**src/rtl/icache_pkg.sv**
```systemverilog
// Shared widths, bus command encoding and fill FSM states for the icache fill controller.
package icache_pkg;

  localparam int ADDR_W    = 64;
  localparam int DATA_W    = 64;
  localparam int IDX_LSB   = 3;
  localparam int IDX_W     = 5;
  localparam int TAG_LSB   = 8;
  localparam int TAG_W     = 8;
  localparam int BUS_TAG_W = 4;
  localparam int STAT_W    = 32;

  typedef enum logic [1:0] {
    BUS_NONE  = 2'd0,
    BUS_LOAD  = 2'd1,
    BUS_STORE = 2'd2
  } bus_cmd_e;

  typedef enum logic {
    IDLE = 1'b0,
    WAIT = 1'b1
  } fill_state_e;

endpackage

```
**src/rtl/icache_stat_ctr.sv**
```systemverilog
// Saturating event counter used by the optional fill statistics.
module icache_stat_ctr
  import icache_pkg::*;
(
  input  logic              clock,
  input  logic              reset,
  input  logic              i_inc,
  output logic [STAT_W-1:0] o_count
);

  logic [STAT_W-1:0] r_count;

  // Holds at all-ones rather than wrapping back to zero.
  always_ff @(posedge clock) begin
    if (!reset) begin
      r_count <= '0;
    end else if (i_inc && (r_count != '1)) begin
      r_count <= r_count + STAT_W'(1);
    end
  end

  assign o_count = r_count;

endmodule

```
**src/rtl/icache_fill_ctrl.sv**
```systemverilog
// Instruction cache miss/fill controller: combinational hit path, one outstanding tagged load.
// Define ICACHE_FILL_STATS_EN to add the stat_hits/stat_misses/stat_retries counters.
module icache_fill_ctrl
  import icache_pkg::*;
(
  input  logic                 clock,
  input  logic                 reset,
  input  logic [ADDR_W-1:0]    proc2Icache_addr,
  output logic [DATA_W-1:0]    Icache_data_out,
  output logic                 Icache_valid_out,
  output logic [IDX_W-1:0]     cache_rd_idx,
  output logic [TAG_W-1:0]     cache_rd_tag,
  input  logic [DATA_W-1:0]    cache_rd_data,
  input  logic                 cache_rd_valid,
  output logic                 cache_wr_en,
  output logic [IDX_W-1:0]     cache_wr_idx,
  output logic [TAG_W-1:0]     cache_wr_tag,
  output logic [DATA_W-1:0]    cache_wr_data,
  output logic [1:0]           proc2Imem_command,
  output logic [ADDR_W-1:0]    proc2Imem_addr,
  input  logic [BUS_TAG_W-1:0] Imem2proc_response,
  input  logic [DATA_W-1:0]    Imem2proc_data,
  input  logic [BUS_TAG_W-1:0] Imem2proc_tag
`ifdef ICACHE_FILL_STATS_EN
  ,
  output logic [STAT_W-1:0]    stat_hits,
  output logic [STAT_W-1:0]    stat_misses,
  output logic [STAT_W-1:0]    stat_retries
`endif
);

  fill_state_e          r_state;
  logic [BUS_TAG_W-1:0] r_resp_tag;
  logic [IDX_W-1:0]     r_fill_idx;
  logic [TAG_W-1:0]     r_fill_tag;

  logic w_miss_req;
  logic w_accepted;
  logic w_fill_hit;
  logic w_unused_lsb;

  assign cache_rd_idx     = proc2Icache_addr[IDX_LSB +: IDX_W];
  assign cache_rd_tag     = proc2Icache_addr[TAG_LSB +: TAG_W];
  assign Icache_data_out  = cache_rd_data;
  assign Icache_valid_out = cache_rd_valid;
  assign proc2Imem_addr   = {proc2Icache_addr[ADDR_W-1:IDX_LSB], {IDX_LSB{1'b0}}};
  assign w_unused_lsb     = ^proc2Icache_addr[IDX_LSB-1:0];

  // Reset gates the bus request and the fill strobe so nothing leaks out while held in reset.
  assign w_miss_req = reset && (r_state == IDLE) && !cache_rd_valid;
  assign w_accepted = w_miss_req && (Imem2proc_response != '0);
  assign w_fill_hit = reset && (r_state == WAIT) && (r_resp_tag != '0)
                      && (Imem2proc_tag == r_resp_tag);

  assign proc2Imem_command = w_miss_req ? BUS_LOAD : BUS_NONE;
  assign cache_wr_en       = w_fill_hit;
  assign cache_wr_idx      = r_fill_idx;
  assign cache_wr_tag      = r_fill_tag;
  assign cache_wr_data     = Imem2proc_data;

  // NOTE: non-blocking assignments here so every register samples pre-edge values.
  always_ff @(posedge clock) begin
    if (!reset) begin
      r_state    <= IDLE;
      r_resp_tag <= '0;
      r_fill_idx <= '0;
      r_fill_tag <= '0;
    end else begin
      case (r_state)
        IDLE: begin
          if (w_accepted) begin
            r_state    <= WAIT;
            r_resp_tag <= Imem2proc_response;
            r_fill_idx <= cache_rd_idx;
            r_fill_tag <= cache_rd_tag;
          end
        end
        WAIT: begin
          if (w_fill_hit) begin
            r_state    <= IDLE;
            r_resp_tag <= '0;
          end
        end
        default: r_state <= IDLE;
      endcase
    end
  end

`ifdef ICACHE_FILL_STATS_EN
  logic w_retry;
  assign w_retry = w_miss_req && (Imem2proc_response == '0);

  icache_stat_ctr u_stat_hits (
    .clock   (clock),
    .reset   (reset),
    .i_inc   (Icache_valid_out),
    .o_count (stat_hits)
  );

  icache_stat_ctr u_stat_misses (
    .clock   (clock),
    .reset   (reset),
    .i_inc   (w_accepted),
    .o_count (stat_misses)
  );

  icache_stat_ctr u_stat_retries (
    .clock   (clock),
    .reset   (reset),
    .i_inc   (w_retry),
    .o_count (stat_retries)
  );
`endif

endmodule
```
**config.mk**
```make
export PLATFORM = sky130hd
export DESIGN_NAME = icache_fill_ctrl
export DESIGN_NICKNAME = d
export VERILOG_FILES = /design/src/rtl/icache_pkg.sv /design/src/rtl/icache_stat_ctr.sv /design/src/rtl/icache_fill_ctrl.sv
export SDC_FILE = /design/constraint.sdc
export NUM_CORES = 1
export LEC_CHECK = 0
export CAP_MARGIN = 20
export CORE_AREA = 2 2 164 166
export CTS_CLUSTER_DIAMETER = 100
export DETAILED_ROUTE_END_ITERATION = 7
export DIE_AREA = 0 0 166 168
export SLEW_MARGIN = 20
export SYNTH_ARGS = -nofsm -noshare
export SYNTH_HDL_FRONTEND = slang
export SYNTH_SLANG_ARGS = --single-unit
```
**constraint.sdc**
```tcl
create_clock -name clock -period 1.85 [get_ports clock]
set_input_delay 0.4625 -clock clock [delete_from_list [all_inputs] [get_ports clock]]
set_output_delay 0.4625 -clock clock [all_outputs]
set_load 0.03 [all_outputs]
```
==> metrics.md, run 1 <==
| Metric | Value |
|---|---|
| Outcome | `finished, violations left` |
| Failing checks | `negative setup slack` |
| Starting Density | `0.0892` |
| F_max | `between 500 and 600 MHz` |
| Die width | `166 µm` |
| Flop and latch count out of synthesis | `18` |
| Inserted Clock Buffers | `3` |
| CTS tree | `yes` |
| Pwr Total | `between 1000 and 1500 µW` |
| TritonRoute pass-1 iters | `2` |
| Crit path kind | `input pin to output pin` |
| Largest net degree at the start of global routing | `17` |
| Ranking of synthesized cells by area | `buf_4 66%, dfxtp_1 15%, mux2i_1 5.5%` |
| Total grt overflow | `0` |
| Share of cells above drive strength 1 | `0.384` |
| DRC Markers | `0` |
| WL/cell | `16.8 µm` |
| Tot GR Track Use | `0.0558` |
| Vias per inst | `2.32` |
| Sequential area share after synthesis | `0.153` |
| Max Slew Vio Count | `0` |
| Req. time, crit path | `around 1.4 ns` |
| Commonest cells in the netlist | `208 x buf_4, 18 x dfxtp_1, 15 x nor2b_1, 13 x mux2i_1, 4 x a32o_1` |
| CTS root buf | `clkbuf_16` |
| Most numerous cell in the Yosys netlist | `buf_4` |
| Total negative slack | `-0.00284 ns` |
| Die Y | `between 150 and 200 µm` |
| Pwr Density | `approximately 670 nW/µm²` |
| HP Class | `register to register` |
| Row cnt | `60` |
| Post-synth EDFFs | `0` |
| Ant diodes | `0` |
| Core footprint | `about 26000 µm²` |
| Max_cap viols | `0` |
| Final instance area | `2030 µm²` |
| RSZ-0062 raised after global routing | `yes` |
| Leakage dissipation | `between 0.0007 and 0.0008 µW` |
| Detailed Route Iter0 Violations | `23` |
| Yosys top cell by area | `buf_4` |
| Async SR Flop Fraction | `0` |
| Cell Area, Synth | `about 2300 µm²` |
| Fin worst setup slack | `-0.00284 ns` |
| Worst hold path cell count | `2` |
| Final min period | `1.85 ns` |
| Worst VDD drop | `approximately 320 µV` |
| Clock sinks | `18` |
| Port Buf Inserts | `between 60 and 70` |
| Primary FF master, synth | `dfxtp_1` |
| Crit-path max FO | `2` |
| Hold path endpoint | `cache_wr_tag[7]$_SDFFE_PN0P_` |
| Netlist cell types | `22` |
| Worst endpoint data arrival time | `1.39 ns` |
| Max Clock Skew | `about 0.002 ns` |
| Final hold viol count | `0` |
| First-pass GRT wire length | `between 10000 and 15000 µm` |
| R2r endpoint | `cache_wr_idx[1]$_SDFFE_PN0P_` |
| # IOs | `425` |
| Placed inst area | `approximately 1900 µm²` |
| Layout net count | `around 360` |
| Number of global-route vias before repair | `1193` |
| # setup viols final | `1` |
| HPWL after DPL | `slightly below 7000 µm` |
| Post-CTS Hold Buffers | `0` |
| Synthesized netlist cell count | `between 200 and 300` |
| Sequential cell area | `365 µm²` |
| Synth top area share | `0.665` |
| Crit. End Element | `output pin` |
| H-tree depth | `1` |
| Reg2reg setup slack | `~0.36 ns` |
| Dpl cells | `486` |
| Remaining antenna violation count after routing | `0` |
| Clk Latency, worst-skew pair | `around 0.26 ns` |
| Die area | `between 20000 and 30000 µm²` |
| Vias | `1141` |
| Final GP Congestion | `0.628` |
| Multi-input logic area | `approximately 420 µm²` |
| Startpoint types | `input pin` |
| Pre-CTS WS | `-0.487 ns` |
| Yosys warns | `0` |
| WL final | `about 8300 µm` |
| Reg clk slew, reported paths | `~0.070 ns` |
| Initial antenna violation count | `0` |
| Max clock buf depth | `2` |
| Tcrit/Tclk final | `1.00` |
| Reg2reg start | `r_state$_SDFF_PN0_` |
| Synthesized area per cell | `~8.5 µm²` |
| Fin cells | `~500` |
| Filler cells | `3064` |
| R2R depth | `7` |
| Layout area overhead | `-13.7%` |
| Hold Crit Start | `cache_wr_tag[7]$_SDFFE_PN0P_` |
## layer usage
layer | global-route usage | routed length (µm) | vias to the layer above
met4 | 0.0628 | 962 | 2
met1 | 0.0386 | 2030 | 453
met5 | 0.0122 | 47 | -
met2 | 0.0796 | 3480 | 179
met3 | 0.0545 | 1760 | 96
li1 | - | - | 411
## what timing repair did
action                     4_1_cts  5_1_grt
hold endpoints to repair         0        0
resized for setup               24        3
pin swaps                        5        2
setup endpoints to repair       18        3
buffers inserted                 2        0
## cell type report
cell class | count | share of cell area
inverter | 2 | 0.00370
clock buffer | 4 | 0.0438
timing repair buffer | 78 | 0.355
multi-input combinational | 49 | 0.207
sequential | 18 | 0.180
tap | 341 | 0.210
## cell usage in the layout, fill, tap and decap left out, types with 2 or more instances in the layout
cell / Yosys / final
dfxtp_1: 18 / 16
buf_6: 1 / 2
buf_12: 1 / 4
buf_4: 208 / 36
nor2b_1: 15 / 14
buf_2: 0 / 3
clkbuf_16: 0 / 3
mux2i_1: 13 / 13
conb_1: 1 / 4
dlymetal6s2s_1: 0 / 2
a32o_1: 4 / 4
nor2b_4: 0 / 2
dlygate4sd2_1: 0 / 3
clkdlybuf4s50_1: 0 / 28
xnor2_1: 2 / 2
## worst max path at each step
stage	to	cells after the start	startpoint	slack (ns)
3_3_place_gp	cache_wr_en	6	reset	-0.49
3_5_place_dp	cache_wr_en	6	reset	-0.49
2_1_floorplan	cache_wr_en	4	reset	0.05
5_1_grt	cache_wr_en	5	r_resp_tag[1]$_SDFFE_PN0P_	-0.06
4_1_cts	cache_wr_en	5	r_state$_SDFF_PN0_	-0.02
6_report	cache_wr_en	6	Imem2proc_tag[1]	-0.003
## critical path, stage by stage
cell and delay [ns]:
buf_2 0.11, nor2b_4 0.12, a2111oi_4 0.33, nand4_1 0.15, inv_1 0.09, buf_6 0.13
## where the power goes
group	switching [µW]	leakage (µW)	internal [µW]
logic	202	0.000526	180
clock network	212	0.0000442	332
registers	17.2	0.000148	411
## metrics by stage
| step | hold WS [ns] | util |
|---|---|---|
| detailed placement | 0.508 | 0.0722 |
| floorplan | 0.508 | - |
| global route | 0.545 | 0.0769 |
| finish | 0.522 | 0.0769 |
| CTS | 0.527 | 0.0766 |
| global placement | 0.502 | 0.0722 |
## cells by family after synthesis
kind of cell    after synthesis  synth area share
flops                        18             0.153
simple gates                 22            0.0628
other cells                   1           0.00160
mux                          13            0.0554
compound gates                8            0.0346
buf+inv                     213             0.685
xor+xnor                      2           0.00746
## state kept, by name (all words and copies together), names as in the netlist
| signal | count |
|---|---|
| cache_wr_tag | 8 |
| cache_wr_idx | 5 |
| r_resp_tag | 4 |
| r_state | 1 |
No activity file was read; power rests on OpenSTA's default activity.
==> run 2, diff against run 1 <==
--- a/config.mk
+++ b/config.mk
@@ -6,10 +6,10 @@
 export NUM_CORES = 1
 export LEC_CHECK = 0
 export CAP_MARGIN = 20
-export CORE_AREA = 2 2 164 166
+export CORE_AREA = 2 2 167 169
 export CTS_CLUSTER_DIAMETER = 100
 export DETAILED_ROUTE_END_ITERATION = 7
-export DIE_AREA = 0 0 166 168
+export DIE_AREA = 0 0 169 171
 export SLEW_MARGIN = 20
 export SYNTH_ARGS = -nofsm -noshare
 export SYNTH_HDL_FRONTEND = slang
==> constraint.sdc (replaced) <==
create_clock -name clock -period 1.5 [get_ports clock]
set_input_delay 0.375 -clock clock [delete_from_list [all_inputs] [get_ports clock]]
set_output_delay 0.375 -clock clock [all_outputs]
set_load 0.03 [all_outputs]
==> metrics.md, run 2 (synthesis results as in run 1) <==
| Metric | Value |
|---|---|
| Outcome | `finished, violations left` |
| Failing checks | `negative setup slack` |
| Clock sinks | `18` |
| Post-CTS Hold Buffers | `0` |
| Pwr Density | `between 700 and 800 nW/µm²` |
| Kind of cell adding the most delay to the critical path | `flip-flops` |
| Worst hold path cell count | `2` |
| HPWL after DPL | `5810 µm` |
| Tcrit/Tclk final | `1.23` |
| Core footprint | `around 27000 µm²` |
| R2r endpoint | `r_resp_tag[3]$_SDFFE_PN0P_` |
| Hold path endpoint | `r_resp_tag[3]$_SDFFE_PN0P_` |
| Buf+Inv Stages, Crit Path | `2` |
| R2R depth | `5` |
| Filler cells | `3200` |
| Share of cells above drive strength 1 | `0.417` |
| Remaining antenna violation count after routing | `0` |
| Hold Crit Start | `Imem2proc_response[3]` |
| Port Buf Inserts | `65` |
| Busiest layer in global routing | `met4` |
| Hold Slack | `0.486 ns` |
| HP Class | `input pin to register` |
| Final Util | `0.0764` |
| Max clock buf depth | `2` |
| CTS root buf | `clkbuf_16` |
| Met1 global-route usage | `0.0361` |
| Req. time, crit path | `1.12 ns` |
| Detailed Route Iter0 Violations | `13` |
| WL/cell | `around 15 µm` |
| Vias | `1148` |
| Die width | `169 µm` |
| Most frequent cells in the layout | `39 x buf_4, 21 x dlygate4sd2_1, 16 x dfxtp_1, 13 x mux2i_1, 13 x nor2b_1` |
| Total negative slack | `-0.377 ns` |
| Inserted Clock Buffers | `3` |
| Crit path kind | `register to output pin` |
| Clk Latency, worst-skew pair | `approximately 0.27 ns` |
| H-tree depth | `1` |
| Max Clock Skew | `roughly 0.0073 ns` |
| Final instance area | `approximately 2100 µm²` |
| RSZ-0062 raised after global routing | `yes` |
| Final min period | `approximately 1.8 ns` |
| Crit-path max FO | `3` |
| First-pass GRT wire length | `about 8800 µm` |
| Fin cells | `about 500` |
| CP Launch Point | `r_resp_tag[1]$_SDFFE_PN0P_` |
| TritonRoute pass-1 iters | `4` |
| DRC Markers | `0` |
| Startpoint types | `register` |
| Leakage dissipation | `slightly below 0.0008 µW` |
| Dpl cells | `~500` |
| Met3 Resource Use GR | `0.0405` |
| Fin worst setup slack | `-0.345 ns` |
| Die area | `28900 µm²` |
| Die Y | `between 150 and 200 µm` |
| CTS tree | `yes` |
| Slowest cell on the critical path | `dfxtp_4` |
| Initial antenna violation count | `0` |
| Reg2reg start | `r_resp_tag[1]$_SDFFE_PN0P_` |
| Starting Density | `0.0860` |
| Reg2reg setup slack | `-0.01 ns` |
| Most common cell after layout, fill and taps aside | `buf_4` |
| Max_cap viols | `0` |
| Largest register FFs | `8` |
| WL final | `7290 µm` |
| F_max | `about 540 MHz` |
| # setup viols final | `3` |
| Worst endpoint data arrival time | `roughly 1.5 ns` |
| Multi-input logic area | `approximately 440 µm²` |
| Number of global-route vias before repair | `around 1200` |
| Ant diodes | `0` |
| Total grt overflow | `0` |
| Worst VDD drop | `around 300 µV` |
| Final GP Congestion | `a little under 0.6` |
| Row cnt | `61` |
| Tot GR Track Use | `0.0461` |
| Met2 Use GR | `0.0579` |
| Layout net count | `about 360` |
| Critical Path, Cell by Cell | `nor2b_4 > a2111oi_4 > nand4_1 > inv_2 > buf_12` |
| # IOs | `between 400 and 500` |
| Vias per inst | `~2.3` |
| Sequential cell area | `around 370 µm²` |
| Crit. End Element | `output pin` |
| Largest net degree at the start of global routing | `16` |
| Max Slew Vio Count | `0` |
| CP peak stage delay | `approximately 0.37 ns` |
| Final hold viol count | `0` |
| Layout area overhead | `-11.1%` |
| Placed inst area | `1960 µm²` |
| Reg clk slew, reported paths | `0.07 ns` |
## run 2: cell count changes in the layout (fill, tap and decap cells not counted), moves of 2 or more
| cell | before | now |
|---|---|---|
| buf_2 | 3 | 1 |
| buf_4 | 36 | 39 |
| clkdlybuf4s15_1 | 0 | 2 |
| buf_6 | 2 | 4 |
| clkdlybuf4s50_1 | 28 | 11 |
| dlygate4sd2_1 | 3 | 21 |
## run 2: layout make-up
cell class / count / area share
repair buffers: 84 / 0.368
multi-input cells: 49 / 0.210
well taps: 346 / 0.207
flip-flops and latches: 18 / 0.175
clock buffers: 3 / 0.0359
inverters: 2 / 0.00359
## run 2: layer usage
metal  vias to the layer above  part of all wire
li1                        416                 -
met1                       443              0.27
met2                       176              0.37
met3                       111              0.21
met4                         2              0.14
met5                         -            0.0080
## run 2: what timing repair did
item,in CTS,in global routing
resized for setup,41,5
setup endpoints to repair,39,7
setup buffers,2,1
pin swaps,5,4
## run 2: metrics by stage
stage          setup slack, ns  power (µW)
6_report                -0.345        1620
5_1_grt                 -0.422        1730
4_1_cts                 -0.359        1690
3_5_place_dp            -0.660        1020
3_3_place_gp            -0.646        1020
2_1_floorplan          -0.0753        1710
## run 2: worst reg2reg max path, cell delays in order, from the launching register on
cell and delay [ns]:
dfxtp_4 0.37, nor2b_4 0.04, a2111oi_4 0.33, nand4_1 0.22, buf_4 0.21, a32o_1 0.24
## run 2: how the worst max path moves through the flow
stage	end	slack [ns]	cells after the start
floorplan	cache_wr_en	-0.08	4
global placement	cache_wr_en	-0.65	6
detailed placement	cache_wr_en	-0.66	6
CTS	cache_wr_en	-0.36	5
global route	cache_wr_en	-0.42	5
finish	cache_wr_en	-0.35	5
## run 2: report_power, final
group | switching (µW) | total [µW] | internal [µW]
logic | 255 | 481 | 226
registers | 19.6 | 527 | 507
clock network | 262 | 617 | 355
total | 537 | 1620 | 1090
==> run 3, diff against run 2 <==
--- a/config.mk
+++ b/config.mk
@@ -5,11 +5,12 @@
 export SDC_FILE = /design/constraint.sdc
 export NUM_CORES = 1
 export LEC_CHECK = 0
+export ABC_AREA = 1
 export CAP_MARGIN = 20
-export CORE_AREA = 2 2 167 169
+export CORE_AREA = 2 2 164 166
 export CTS_CLUSTER_DIAMETER = 100
 export DETAILED_ROUTE_END_ITERATION = 7
-export DIE_AREA = 0 0 169 171
+export DIE_AREA = 0 0 166 168
 export SLEW_MARGIN = 20
 export SYNTH_ARGS = -nofsm -noshare
 export SYNTH_HDL_FRONTEND = slang
==> metrics.md, run 3 <==
| Metric | Value |
|---|---|
| Outcome | `finished, violations left` |
| Failing checks | `negative setup slack` |
| Starting Density | `0.0910` |
| Metal-1 WL | `~2500 µm` |
| Final min period | `between 1.5 and 2 ns` |
| First-pass GRT wire length | `10900 µm` |
| Yosys warns | `0` |
| Pwr Density | `769 nW/µm²` |
| Most numerous cell in the Yosys netlist | `buf_4` |
| Layout net count | `around 420` |
| CTS tree | `yes` |
| CP peak stage delay | `between 0.2 and 0.25 ns` |
| # setup viols final | `2` |
| Req. time, crit path | `1.12 ns` |
| CP Launch Point | `reset` |
| Cell Area, Synth | `2400 µm²` |
| Port Buf Inserts | `65` |
| Met3 Wirelength | `around 1500 µm` |
| WL/cell | `15.8 µm` |
| Slowest cell on the critical path | `dlygate4sd2_1` |
| Most common cell after layout, fill and taps aside | `buf_4` |
| Largest register FFs | `8` |
| HPWL after DPL | `just over 7000 µm` |
| Die area | `27900 µm²` |
| Clk Latency, worst-skew pair | `0.26 ns` |
| Startpoint types | `input pin` |
| Vias | `approximately 1400` |
| RSZ-0062 raised after global routing | `yes` |
| CTS root buf | `clkbuf_16` |
| Yosys top cell by area | `buf_4` |
| H-tree depth | `1` |
| Share of cells above drive strength 1 | `0.472` |
| # IOs | `approximately 430` |
| Sequential area share after synthesis | `0.150` |
| Crit. End Element | `output pin` |
| Max clock buf depth | `2` |
| Crit path kind | `input pin to output pin` |
| Final hold viol count | `0` |
| Ant diodes | `0` |
| WL final | `8830 µm` |
| WL met2 | `3930 µm` |
| Max_cap viols | `0` |
| Vias per inst | `approximately 2.4` |
| Netlist cell types | `17` |
| Clock sinks | `18` |
| Remaining antenna violation count after routing | `0` |
| Inserted Clock Buffers | `3` |
| Die Y | `approximately 170 µm` |
| F_max | `647 MHz` |
| Async SR Flop Fraction | `0` |
| Tot GR Track Use | `0.0581` |
| R2R depth | `7` |
| Worst endpoint data arrival time | `1.17 ns` |
| Final GP Congestion | `between 0.6 and 0.7` |
| Initial antenna violation count | `0` |
| TritonRoute pass-1 iters | `3` |
| HP Class | `input pin to register` |
| Layout area overhead | `1.46%` |
| Core footprint | `about 26000 µm²` |
| Most frequent cells in the layout | `42 x buf_4, 24 x nor2_1, 21 x dlygate4sd2_1, 15 x nand2_1, 15 x buf_12` |
| DRC Markers | `0` |
| Critical Path, Cell by Cell | `dlygate4sd2_1 > buf_6 > nand2_4 > a21oi_2 > nand3_2 > inv_2 > buf_12` |
| Tcrit/Tclk final | `1.03` |
| Total grt overflow | `0` |
| Synth top area share | `0.651` |
| Reg2reg start | `r_state$_SDFF_PN0_` |
| Reg2reg setup slack | `0.09 ns` |
| Commonest cells in the netlist | `208 x buf_4, 38 x nor2_1, 18 x dfxtp_1, 17 x nand2_1, 13 x inv_1` |
| Post-synth EDFFs | `0` |
| Fin worst setup slack | `-0.0453 ns` |
| Flop and latch count out of synthesis | `18` |
| Ranking of synthesized cells by area | `buf_4 65%, dfxtp_1 15%, nor2_1 5.9%` |
| Max Slew Vio Count | `0` |
| Detailed Route Iter0 Violations | `17` |
| R2r endpoint | `cache_wr_idx[3]$_SDFFE_PN0P_` |
| Primary FF master, synth | `dfxtp_1` |
| Reg clk slew, reported paths | `around 0.070 ns` |
| Leakage dissipation | `between 0.001 and 0.0015 µW` |
| Row cnt | `60` |
| Largest net degree at the start of global routing | `15` |
| Die width | `around 170 µm` |
| Crit-path max FO | `4` |
| Max Clock Skew | `between 0.003 and 0.004 ns` |
| Number of global-route vias before repair | `about 1400` |
| Critical Path Sink | `cache_wr_en` |
| Top Layer Used | `met4` |
| Synthesized area per cell | `7.31 µm²` |
| Final Util | `0.0924` |
| Synthesized netlist cell count | `about 330` |
| Worst VDD drop | `~340 µV` |
| Total negative slack | `-0.0789 ns` |
-- run 3: logic make-up after synthesis --
family,after synthesis,share of synthesized area
AO/OA/AOI/OAI,19,0.0396
buffers and inverters,227,0.695
flip-flops,18,0.150
other,1,0.00156
AND/OR/NAND/NOR,63,0.114
-- run 3: how the worst min path moves through the flow --
stage,from,to,cells past startpoint
after floorplan,proc2Icache_addr[3],cache_wr_idx[0]$_SDFFE_PN0P_,2
after global placement,cache_wr_tag[7]$_SDFFE_PN0P_,cache_wr_tag[7]$_SDFFE_PN0P_,2
after detailed placement,cache_wr_tag[7]$_SDFFE_PN0P_,cache_wr_tag[7]$_SDFFE_PN0P_,2
after CTS,cache_wr_tag[7]$_SDFFE_PN0P_,cache_wr_tag[7]$_SDFFE_PN0P_,2
after global routing,cache_wr_tag[6]$_SDFFE_PN0P_,cache_wr_tag[6]$_SDFFE_PN0P_,2
final,proc2Icache_addr[14],cache_wr_tag[6]$_SDFFE_PN0P_,3
-- run 3: worst max-delay path, delay by kind of cell --
| family | cells | cell delay, ns |
|---|---|---|
| buffers and inverters | 4 | 0.54 |
| and+or+nand+nor | 2 | 0.14 |
| AOI/OAI and AO/OA | 1 | 0.11 |
-- run 3: cell type report --
cell class                      count  area (µm²)
Inverter                           14        57.6
Sequential cell                    18         369
Timing Repair Buffer               96        1020
Multi-Input combinational cell     86         469
Tap cell                          341         427
Clock buffer                        4        88.8
Fill cell                        3038       23900
-- run 3: metrics by stage --
step / area (µm²) / instances / setup WS [ns] / total power [µW] / hold slack [ns]
final: 2430 / 559 / -0.0453 / 1870 / 0.484
after global routing: 2430 / 559 / -0.115 / 1990 / 0.513
after CTS: 2270 / 554 / -0.0658 / 1870 / 0.484
after detailed placement: 2170 / 549 / -0.484 / 1180 / 0.474
after global placement: 2170 / 549 / -0.475 / 1170 / 0.461
after floorplan: 2410 / 331 / 0.0504 / 1770 / 0.520
-- run 3: metal layers --
| layer | GRT usage | vias to the layer above |
|---|---|---|
| li1 | - | 564 |
| met4 | 0.0643 | 0 |
| met5 | 0 | - |
| met2 | 0.0897 | 173 |
| met3 | 0.0430 | 86 |
| met1 | 0.0447 | 543 |
-- run 3: power breakdown --
part           switching [µW]  total [µW]  internal, µW
combinational             347         656           310
clock                     251         659           409
sequential               36.4         555           519
-- run 3: timing repair --
item | CTS | global route
setup endpoints to repair | 40 | 13
hold buffers | 0 | 0
pin swaps | 5 | 5
cloned | 0 | 2
buffers inserted | 1 | 3
resized for setup | 43 | 36
